### src/rtl/fsm_pkg.sv
// Shared types and encodings for the RV32I multi-cycle control sequencer.
// Opcodes match instr[6:0]; the select encodings match the datapath muxes.
package fsm_pkg;

  typedef enum logic [3:0] {
    FETCH,
    DECODE,
    MEMADR,
    MEMREAD,
    MEMWB,
    MEMWRITE,
    EXECR,
    ALUWB,
    EXECI,
    JAL,
    BEQ,
    ILLEGAL
  } state_t;

  localparam logic [6:0] OP_LW  = 7'b0000011;
  localparam logic [6:0] OP_SW  = 7'b0100011;
  localparam logic [6:0] OP_R   = 7'b0110011;
  localparam logic [6:0] OP_I   = 7'b0010011;
  localparam logic [6:0] OP_JAL = 7'b1101111;
  localparam logic [6:0] OP_BEQ = 7'b1100011;

  localparam logic [1:0] SRCA_PC    = 2'b00;
  localparam logic [1:0] SRCA_OLDPC = 2'b01;
  localparam logic [1:0] SRCA_RS1   = 2'b10;

  localparam logic [1:0] SRCB_RS2   = 2'b00;
  localparam logic [1:0] SRCB_IMM   = 2'b01;
  localparam logic [1:0] SRCB_FOUR  = 2'b10;

  localparam logic [1:0] RES_ALUOUT    = 2'b00;
  localparam logic [1:0] RES_DATA      = 2'b01;
  localparam logic [1:0] RES_ALURESULT = 2'b10;

  localparam logic [1:0] ALUOP_ADD   = 2'b00;
  localparam logic [1:0] ALUOP_SUB   = 2'b01;
  localparam logic [1:0] ALUOP_FUNCT = 2'b10;

endpackage

### src/rtl/instret_counter.sv
// Retired-instruction counter: increments on en, wraps modulo 2^CNT_W,
// cleared asynchronously by reset_n.
module instret_counter #(
  parameter int CNT_W = 32
) (
  input  logic             clk,
  input  logic             reset_n,
  input  logic             en,
  output logic [CNT_W-1:0] count
);

  // NOTE: sequential state uses non-blocking assignments so every register
  // samples pre-edge values regardless of process evaluation order.
  always_ff @(posedge clk or negedge reset_n) begin
    if (!reset_n) begin
      count <= '0;
    end else if (en) begin
      count <= count + CNT_W'(1);
    end
  end

endmodule

### src/rtl/main_fsm.sv
// Multi-cycle control sequencer for the RV32I core: Moore decode of datapath
// selects/strobes, memory-ready handshake, sticky illegal halt, instret.
module main_fsm
  import fsm_pkg::*;
#(
  parameter int CNT_W = 32
) (
  input  logic             clk,
  input  logic             reset_n,
  input  logic [6:0]       op,
  input  logic             mem_ready,
  output logic             pc_update,
  output logic             branch,
  output logic             ir_write,
  output logic             reg_write,
  output logic             mem_write,
  output logic             adr_src,
  output logic [1:0]       alu_src_a,
  output logic [1:0]       alu_src_b,
  output logic [1:0]       result_src,
  output logic [1:0]       alu_op,
  output logic             illegal,
  output logic [CNT_W-1:0] instret
);

  state_t state;
  state_t state_next;

  logic pc_update_raw;
  logic branch_raw;
  logic ir_write_raw;
  logic reg_write_raw;
  logic mem_write_raw;

  always_ff @(posedge clk or negedge reset_n) begin
    if (!reset_n) begin
      state <= FETCH;
    end else begin
      state <= state_next;
    end
  end

  // NOTE: every combinational output gets a default first so no path through
  // the case leaves a variable unassigned and infers a latch.
  always_comb begin
    state_next = state;
    unique case (state)
      FETCH:    if (mem_ready) state_next = DECODE;
      DECODE: begin
        unique case (op)
          OP_LW, OP_SW: state_next = MEMADR;
          OP_R:         state_next = EXECR;
          OP_I:         state_next = EXECI;
          OP_JAL:       state_next = JAL;
          OP_BEQ:       state_next = BEQ;
          default:      state_next = ILLEGAL;
        endcase
      end
      MEMADR: begin
        if (op == OP_LW)      state_next = MEMREAD;
        else if (op == OP_SW) state_next = MEMWRITE;
        else                  state_next = ILLEGAL;
      end
      MEMREAD:  if (mem_ready) state_next = MEMWB;
      MEMWB:    state_next = FETCH;
      MEMWRITE: if (mem_ready) state_next = FETCH;
      EXECR:    state_next = ALUWB;
      EXECI:    state_next = ALUWB;
      ALUWB:    state_next = FETCH;
      JAL:      state_next = ALUWB;
      BEQ:      state_next = FETCH;
      ILLEGAL:  state_next = ILLEGAL;
      default:  state_next = FETCH;
    endcase
  end

  always_comb begin
    pc_update_raw = 1'b0;
    branch_raw    = 1'b0;
    ir_write_raw  = 1'b0;
    reg_write_raw = 1'b0;
    mem_write_raw = 1'b0;
    adr_src       = 1'b0;
    alu_src_a     = SRCA_PC;
    alu_src_b     = SRCB_RS2;
    result_src    = RES_ALUOUT;
    alu_op        = ALUOP_ADD;
    illegal       = 1'b0;
    unique case (state)
      FETCH: begin
        alu_src_b     = SRCB_FOUR;
        result_src    = RES_ALURESULT;
        ir_write_raw  = mem_ready;
        pc_update_raw = mem_ready;
      end
      DECODE: begin
        alu_src_a = SRCA_OLDPC;
        alu_src_b = SRCB_IMM;
      end
      MEMADR: begin
        alu_src_a = SRCA_RS1;
        alu_src_b = SRCB_IMM;
      end
      MEMREAD: adr_src = 1'b1;
      MEMWB: begin
        result_src    = RES_DATA;
        reg_write_raw = 1'b1;
      end
      MEMWRITE: begin
        adr_src       = 1'b1;
        mem_write_raw = 1'b1;
      end
      EXECR: begin
        alu_src_a = SRCA_RS1;
        alu_op    = ALUOP_FUNCT;
      end
      EXECI: begin
        alu_src_a = SRCA_RS1;
        alu_src_b = SRCB_IMM;
        alu_op    = ALUOP_FUNCT;
      end
      ALUWB: reg_write_raw = 1'b1;
      JAL: begin
        alu_src_a     = SRCA_OLDPC;
        alu_src_b     = SRCB_FOUR;
        pc_update_raw = 1'b1;
      end
      BEQ: begin
        alu_src_a  = SRCA_RS1;
        alu_op     = ALUOP_SUB;
        branch_raw = 1'b1;
      end
      ILLEGAL: illegal = 1'b1;
      default: ;
    endcase
  end

  // FETCH strobes follow mem_ready, so they are masked while reset is held.
  assign pc_update = pc_update_raw & reset_n;
  assign branch    = branch_raw    & reset_n;
  assign ir_write  = ir_write_raw  & reset_n;
  assign reg_write = reg_write_raw & reset_n;
  assign mem_write = mem_write_raw & reset_n;

  instret_counter #(
    .CNT_W (CNT_W)
  ) u_instret (
    .clk     (clk),
    .reset_n (reset_n),
    .en      ((state != FETCH) && (state_next == FETCH)),
    .count   (instret)
  );

endmodule

### config.mk
export PLATFORM = sky130hd
export DESIGN_NAME = main_fsm
export DESIGN_NICKNAME = d
export VERILOG_FILES = /design/src/rtl/fsm_pkg.sv /design/src/rtl/instret_counter.sv /design/src/rtl/main_fsm.sv
export SDC_FILE = /design/constraint.sdc
export NUM_CORES = 1
export LEC_CHECK = 0
export CORE_MARGIN = 1
export CORE_UTILIZATION = 50
export CTS_BUF_LIST = sky130_fd_sc_hd__clkbuf_8
export DETAILED_ROUTE_END_ITERATION = 7
export HOLD_SLACK_MARGIN = 0.15
export PLACE_DENSITY_LB_ADDON = 0.15
export SYNTH_ARGS = -nofsm -noshare
export SYNTH_HDL_FRONTEND = slang
export SYNTH_HIERARCHICAL = 1
export SYNTH_SLANG_ARGS = --single-unit
### constraint.sdc
create_clock -name clk -period 4.45 [get_ports clk]
set_clock_uncertainty 0.15 [all_clocks]
set_input_delay 0.89 -clock clk [delete_from_list [all_inputs] [get_ports clk]]
set_output_delay 0.89 -clock clk [all_outputs]
set_load 0.005 [all_outputs]
======== After elaboration in Yosys (flattened, before gate mapping) ========
Cells that the tools add are included.
storage, ports and cells
  flip-flop bits (word level) ............. 36
  input port bits ......................... 10
  output and inout port bits .............. 47
  logic and storage cells ................. 56
cells by class
  add/subtract/negate cells ............... 1
  equal/unequal tests ..................... 17
  multiplexer cells ....................... 18
  bitwise operators ....................... 5
  reductions and logical operators ........ 13
operator list
  operator               count
  $add 32x1->32 const B  1
  $pmux 4 s7             1
  $mux 4                 5
  $pmux 4 s5             1
  $eq 4x3->1 const B     4
  $eq 4x4->1 const B     4
  $pmux 2 s2             4
  $eq 7x6->1 const B     2
  $eq 7x7->1 const B     2
  $reduce_or 2->1        6
  $eq 4x2->1 const B     2
  $logic_not 4->1        2
  $eq 7x2->1 const B     1
  $eq 7x5->1 const B     1
  $mux 1                 6
  $reduce_or 3->1        2
  $and 1x1->1            5
  $eq 4x1->1 const B     1
  $reduce_bool 4->1      1
  $reduce_or 4->1        1
  $pmux 1 s2             1
  $logic_and 1x1->1      1

======== Logic depth before layout (Yosys ltp) ========
  word-level depth ........................ 6
  depth in mapped cells ................... 10
  depth with buffers taken out ............ 9

======== By module ========
Netlist, hierarchy kept.
modules (own cells, without submodules)
  module           instances  cells an instance  area each (um^2)  seq. area each (um^2)
  instret_counter  1          123                1448.9            800.8
  main_fsm         1          88                 624.3             100.1

======== Worst setup path after synthesis ========
OpenSTA, ideal clock, no wires.
  kind .................................... input -> register
  start point ............................. input port op[2]
  end point ............................... register u_instret.count[23]
  setup time .............................. 0.079 ns
  arrival ................................. 3.300 ns
  required time ........................... 4.221 ns
  path slack .............................. 0.921 ns
  stages .................................. 9
  buffers on the path ..................... 0
  cell sequence ........................... nand4bb_4 > o311ai_2 > o211a_1 > nand3_1 > nor4_2 > nand4_4 > or4_4 > nor4_2 > xor2_1
on the way
  longest elaborated chain between the ends .. 6
  elaborated cells between the ends (all ways) .. 13
  those cells by class .................... eq/ne (6); mux (4); reduce/logical (3)
ends and longest elaborated chain
  element                                    line                                            source
  from (decl)                                main_fsm.sv:10                                  input logic [6:0] op,
  $eq 7x2->1 or $eq 7x6->1 (tied branches)   main_fsm.sv:50, main_fsm.sv:60, main_fsm.sv:61
  $reduce_or 2->1 or $mux 4 (tied branches)  main_fsm.sv:50, main_fsm.sv:61
  $pmux 4 s5 or $mux 4 (tied branches)       main_fsm.sv:50, main_fsm.sv:60
  $pmux 4 s7 *                               main_fsm.sv:47                                  unique case (state)
  $logic_not 4->1 *                          main_fsm.sv:150                                 .en ((state != FETCH) && (state_next == FETCH)),
  $logic_and 1x1->1 *                        main_fsm.sv:150
  to (signal assigned)                       instret_counter.sv:18                           count <= count + CNT_W'(1);
  to (decl)                                  instret_counter.sv:9                            output logic [CNT_W-1:0] count
Every way passes the cells marked *; elsewhere a longest branch is shown, timed or not.
A chain may end at the register's enable or synchronous reset.

======== Worst setup path in the final report ========
  start point ............................. input port op[4]
  end point ............................... register u_instret.count[24]
Same word-level chain as after synthesis.

==> impl_summary.md <==
STA
For the finished layout, the period the worst path requires is 3823 ps. Setup repair after global routing left no endpoint under its margin. For the final routed database, the setup TNS stands at 0 ps. The final max-slew violation count came to 0. The transition time of the tightest slew-check pin is 636.6 ps. The final count of hold timing violations is 0. The headroom to the max-slew limit is 0.5721.

The maximum achievable frequency is 261.6 MHz. The final worst hold slack is 330.9 ps. The fraction of the cycle the final worst path needs is 0.8591.

Setup violations remaining at the end of the flow were counted as 0.

Die
The height of the die is 66.40 um. For this design the top-level I/O count stands at 57. For this configuration, the core starts out at a cell density of 0.5183.

After floorplanning, the core was sized to cover 0.004000 mm2. The area of the die is 0.004408 mm2. The floorplan has 23 rows. Measured along the x axis, the die boundary spans 66.40 um.

Drt
The average detailed-routed wire length per instance is 14.95 um. For this run, design rule violations remaining after detail routing come to 0. The number of DRC markers in iteration 0 is roughly 150.

The post-route antenna net violation count is 0. The via count of the routed design is 1811. The routed design has 4.813 mm of wire. The detail-routed via count per cell is around 5.6. The first-pass iteration count of the detailed router is 4.

Min path
The type of the worst min-delay path is register to register. The worst hold path endpoint is u_instret/count[31]. The start point of the worst hold path is u_instret/count[31].

The count of cells along the worst hold path is 1.

Synth
In the synthesized netlist the async set-or-reset flop fraction comes to 1.000. In this run the cell area of the synthesized design comes to 0.002073 mm2. The average footprint of a synthesized cell is 9.826 um2. The cell type contributing the most total cell area after synthesis is sky130_fd_sc_hd__dfrtp_1. Synthesis produced a netlist with a net count of around 220. The share of the Yosys chip area taken by registers is 0.4345. The post-synthesis sequential element count is 36. The predominant post-synthesis flop cell is sky130_fd_sc_hd__dfrtp_1. Synthesis produced a netlist whose cell count is 211. In the post-synthesis netlist, the biggest area contributors are sky130_fd_sc_hd__dfrtp_1 (43%), sky130_fd_sc_hd__xnor2_1 (8.4%), sky130_fd_sc_hd__xor2_1 (5.1%). For this run, the number of Yosys warnings is 6. The fraction of synthesized cell area taken by the top area cell type is 0.4345. In this run, synthesis inferred 0 flip-flops with an integrated enable. In this run, distinct cell masters in the synthesized netlist total 44.

Clocking
The later-pin clock latency in the skew report is 290 ps. The clock passes through at most 2 buffers. The count of buffers added by post-CTS timing repair for setup is 0.

After clock tree synthesis, the clock-pin slew on the worst setup and hold paths is 80 ps. The tree is rooted in a sky130_fd_sc_hd__clkbuf_8. For this design, the CTS-stage hold fixing added 0 buffers.

The H-tree depth is 2. The number of sinks handled by clock tree synthesis is 36. The number of clock buffers inserted by TritonCTS is 5.

The number of gates resized after CTS was 0. The TritonCTS clock tree is built.

Flow run
The tool flagged a number of max-cap violations equal to 0.

Final layout
The number of inserted filler cells in the final layout is 328. The layout cell share with drive strength beyond 1 is 0.09191. The library cell used most frequently in the layout, excluding fill and tap cells, is sky130_fd_sc_hd__clkdlybuf4s50_1. The area used by sequential logic in the layout is 900.9 um2. The final layout net count is 282.

The antenna diode count is 0. The non-filler instance count after layout is around 320. Summing all multi-input logic gate instances after layout gives 0.001117 mm2. The layout-stage area growth over the synthesis result is 34.52%. Measured on the finished design, the core utilization comes to 0.6972.

Leaving out fill and tap cells, the most frequent cells in the layout are sky130_fd_sc_hd__clkdlybuf4s50_1 (55), sky130_fd_sc_hd__dfrtp_1 (36), sky130_fd_sc_hd__nand2_1 (22).

Critical path
The cell with the largest stage delay on the worst path is sky130_fd_sc_hd__clkdlybuf4s50_1. The critical register-to-register path endpoint is u_instret/count[24]. In this run the worst path has a maximum fanout of 6. Grouping stages by cell kind, the critical path spends the most delay in simple AND/OR/NAND/NOR gates. The worst reg-to-reg path cell count is 10.

The number of buffers and inverters on the critical path is 2. The critical path goes through clkdlybuf4s50_1, nand2b_1, a211oi_1, o211a_1, nand3_1, nor4_2, buf_4, and4_2, nand4_1, nor4_1, xor2_1. STA puts the critical path data arrival time at 3890 ps. The launch point of the worst reg-to-reg path is state[1].

The logic depth of the worst path, buffers included is 11. The critical path data required time is 4520 ps. The delay contributed by the slowest stage of the critical path is between 500 and 600 ps.

The worst setup path is captured at a register. Setup slack on the worst reg-to-reg path comes out at ~1200 ps. The critical path class is input pin to register. The startpoint type of the worst setup path is an input pin.

GRT
Summed over all layers, the global routing overflow is 0. In the global route stage, overall resource usage came out at 0.2382. The maximum number of pins on one net before global-route repair is 37. The initial antenna violation count is 0. The wire length of the first global-routing pass is about 7.8 mm.

The via count of the first global-routing pass came to 1664.

Placed design
Routability-driven placement finished with a final weighted congestion of 0.9247. The HPWL after detailed placement is 3.450 mm. The number of input and output port buffers inserted is 56. The number of placed instances, taps included, is approximately 310.

Run status
The flow ran to the end, and the final reports show no timing, DRC or antenna violations.

Pwr
The maximum vdd ir drop is 0.0003851 V. The total power density per cell area is 441.8 mW/mm2. For this design the static power due to leakage is between 1 and 1.5 nW.
cells in the mapped netlist, types with 2 or more instances:
master and instances:
sky130_fd_sc_hd__a21oi_1 8, sky130_fd_sc_hd__and2_1 3, sky130_fd_sc_hd__and3_1 5, sky130_fd_sc_hd__and4_1 3
sky130_fd_sc_hd__buf_2 5, sky130_fd_sc_hd__dfrtp_1 36, sky130_fd_sc_hd__inv_1 5, sky130_fd_sc_hd__mux2i_1 2
sky130_fd_sc_hd__nand2_1 22, sky130_fd_sc_hd__nand2b_1 5, sky130_fd_sc_hd__nand3_1 12, sky130_fd_sc_hd__nand4_1 12
sky130_fd_sc_hd__nor2_1 13, sky130_fd_sc_hd__nor2b_1 2, sky130_fd_sc_hd__nor3_1 8, sky130_fd_sc_hd__nor4_1 6
sky130_fd_sc_hd__nor4_2 3, sky130_fd_sc_hd__o21ai_0 3, sky130_fd_sc_hd__o21ai_1 3, sky130_fd_sc_hd__xnor2_1 20
sky130_fd_sc_hd__xor2_1 12
cell families after synthesis:
family | count (synthesis) | share of synthesized area
XOR/XNOR | 32 | 0.1352
adder cells (fa/ha/maj) | 1 | 0.006034
flip-flops | 36 | 0.4345
AND/OR/NAND/NOR | 101 | 0.2855
multiplexers | 3 | 0.01509
buffers and inverters | 12 | 0.02655
AO/OA/AOI/OAI | 26 | 0.09717
metal layers:
metal	track usage	share of wire	vias to the layer above	wire length [um]
li1	-	-	884	-
met1	0.3225	0.45	865	2183
met2	0.3852	0.48	58	2328
met3	0.05000	0.054	4	262
met4	0.06649	0.0083	0	40
met5	0	0	-	0
registers in the layout (all words and copies together), names as in the netlist:
name             count
state                4
u_instret/count     32
worst register-to-register path, stage by stage (launching register included):
cell,delay [ps]
sky130_fd_sc_hd__dfrtp_1,620
sky130_fd_sc_hd__nand2b_1,310
sky130_fd_sc_hd__nand2_1,130
sky130_fd_sc_hd__o21ai_1,140
sky130_fd_sc_hd__o32ai_1,140
sky130_fd_sc_hd__nor4_2,400
sky130_fd_sc_hd__buf_4,220
sky130_fd_sc_hd__and4_2,250
sky130_fd_sc_hd__nand4_1,260
sky130_fd_sc_hd__nor4_1,360
sky130_fd_sc_hd__xor2_1,180
stage by stage:
stage	power, W	cell area (um2)	worst slack [ps]
4_1_cts	0.001236	2789	628.5
2_1_floorplan	0.0007440	2073	920.8
3_5_place_dp	0.0009578	2681	319.9
3_3_place_gp	0.0009490	2681	442.5
6_report	0.001232	2789	627.0
5_1_grt	0.001314	2789	422.6
cell type report:
class,instances,share of cell area
Clock inverter,3,0.01391
Inverter,6,0.008075
Timing Repair Buffer,59,0.2073
Multi-Input combinational cell,163,0.4006
Tap cell,50,0.02243
Clock buffer,5,0.02467
Sequential cell,36,0.3230
power breakdown:
| group | leakage [nW] | switching (W) | total [W] | internal, W |
|---|---|---|---|---|
| logic | 0.637 | 0.000227 | 0.000479 | 0.000252 |
| registers | 0.478 | 0.000110 | 0.000477 | 0.000367 |
| clock network | 0.0593 | 0.000112 | 0.000276 | 0.000164 |
| total | 1.17 | 0.000449 | 0.00123 | 0.000783 |
worst max path at each step:
stage                          endpoint  slack (ps)  startpoint
global route        u_instret/count[24]         420       op[4]
floorplan           u_instret/count[23]         920       op[2]
CTS                 u_instret/count[24]         630       op[6]
global placement    u_instret/count[24]         440       op[6]
detailed placement  u_instret/count[24]         320       op[4]
finish              u_instret/count[24]         630       op[4]
(Power assumes the default switching activity.)
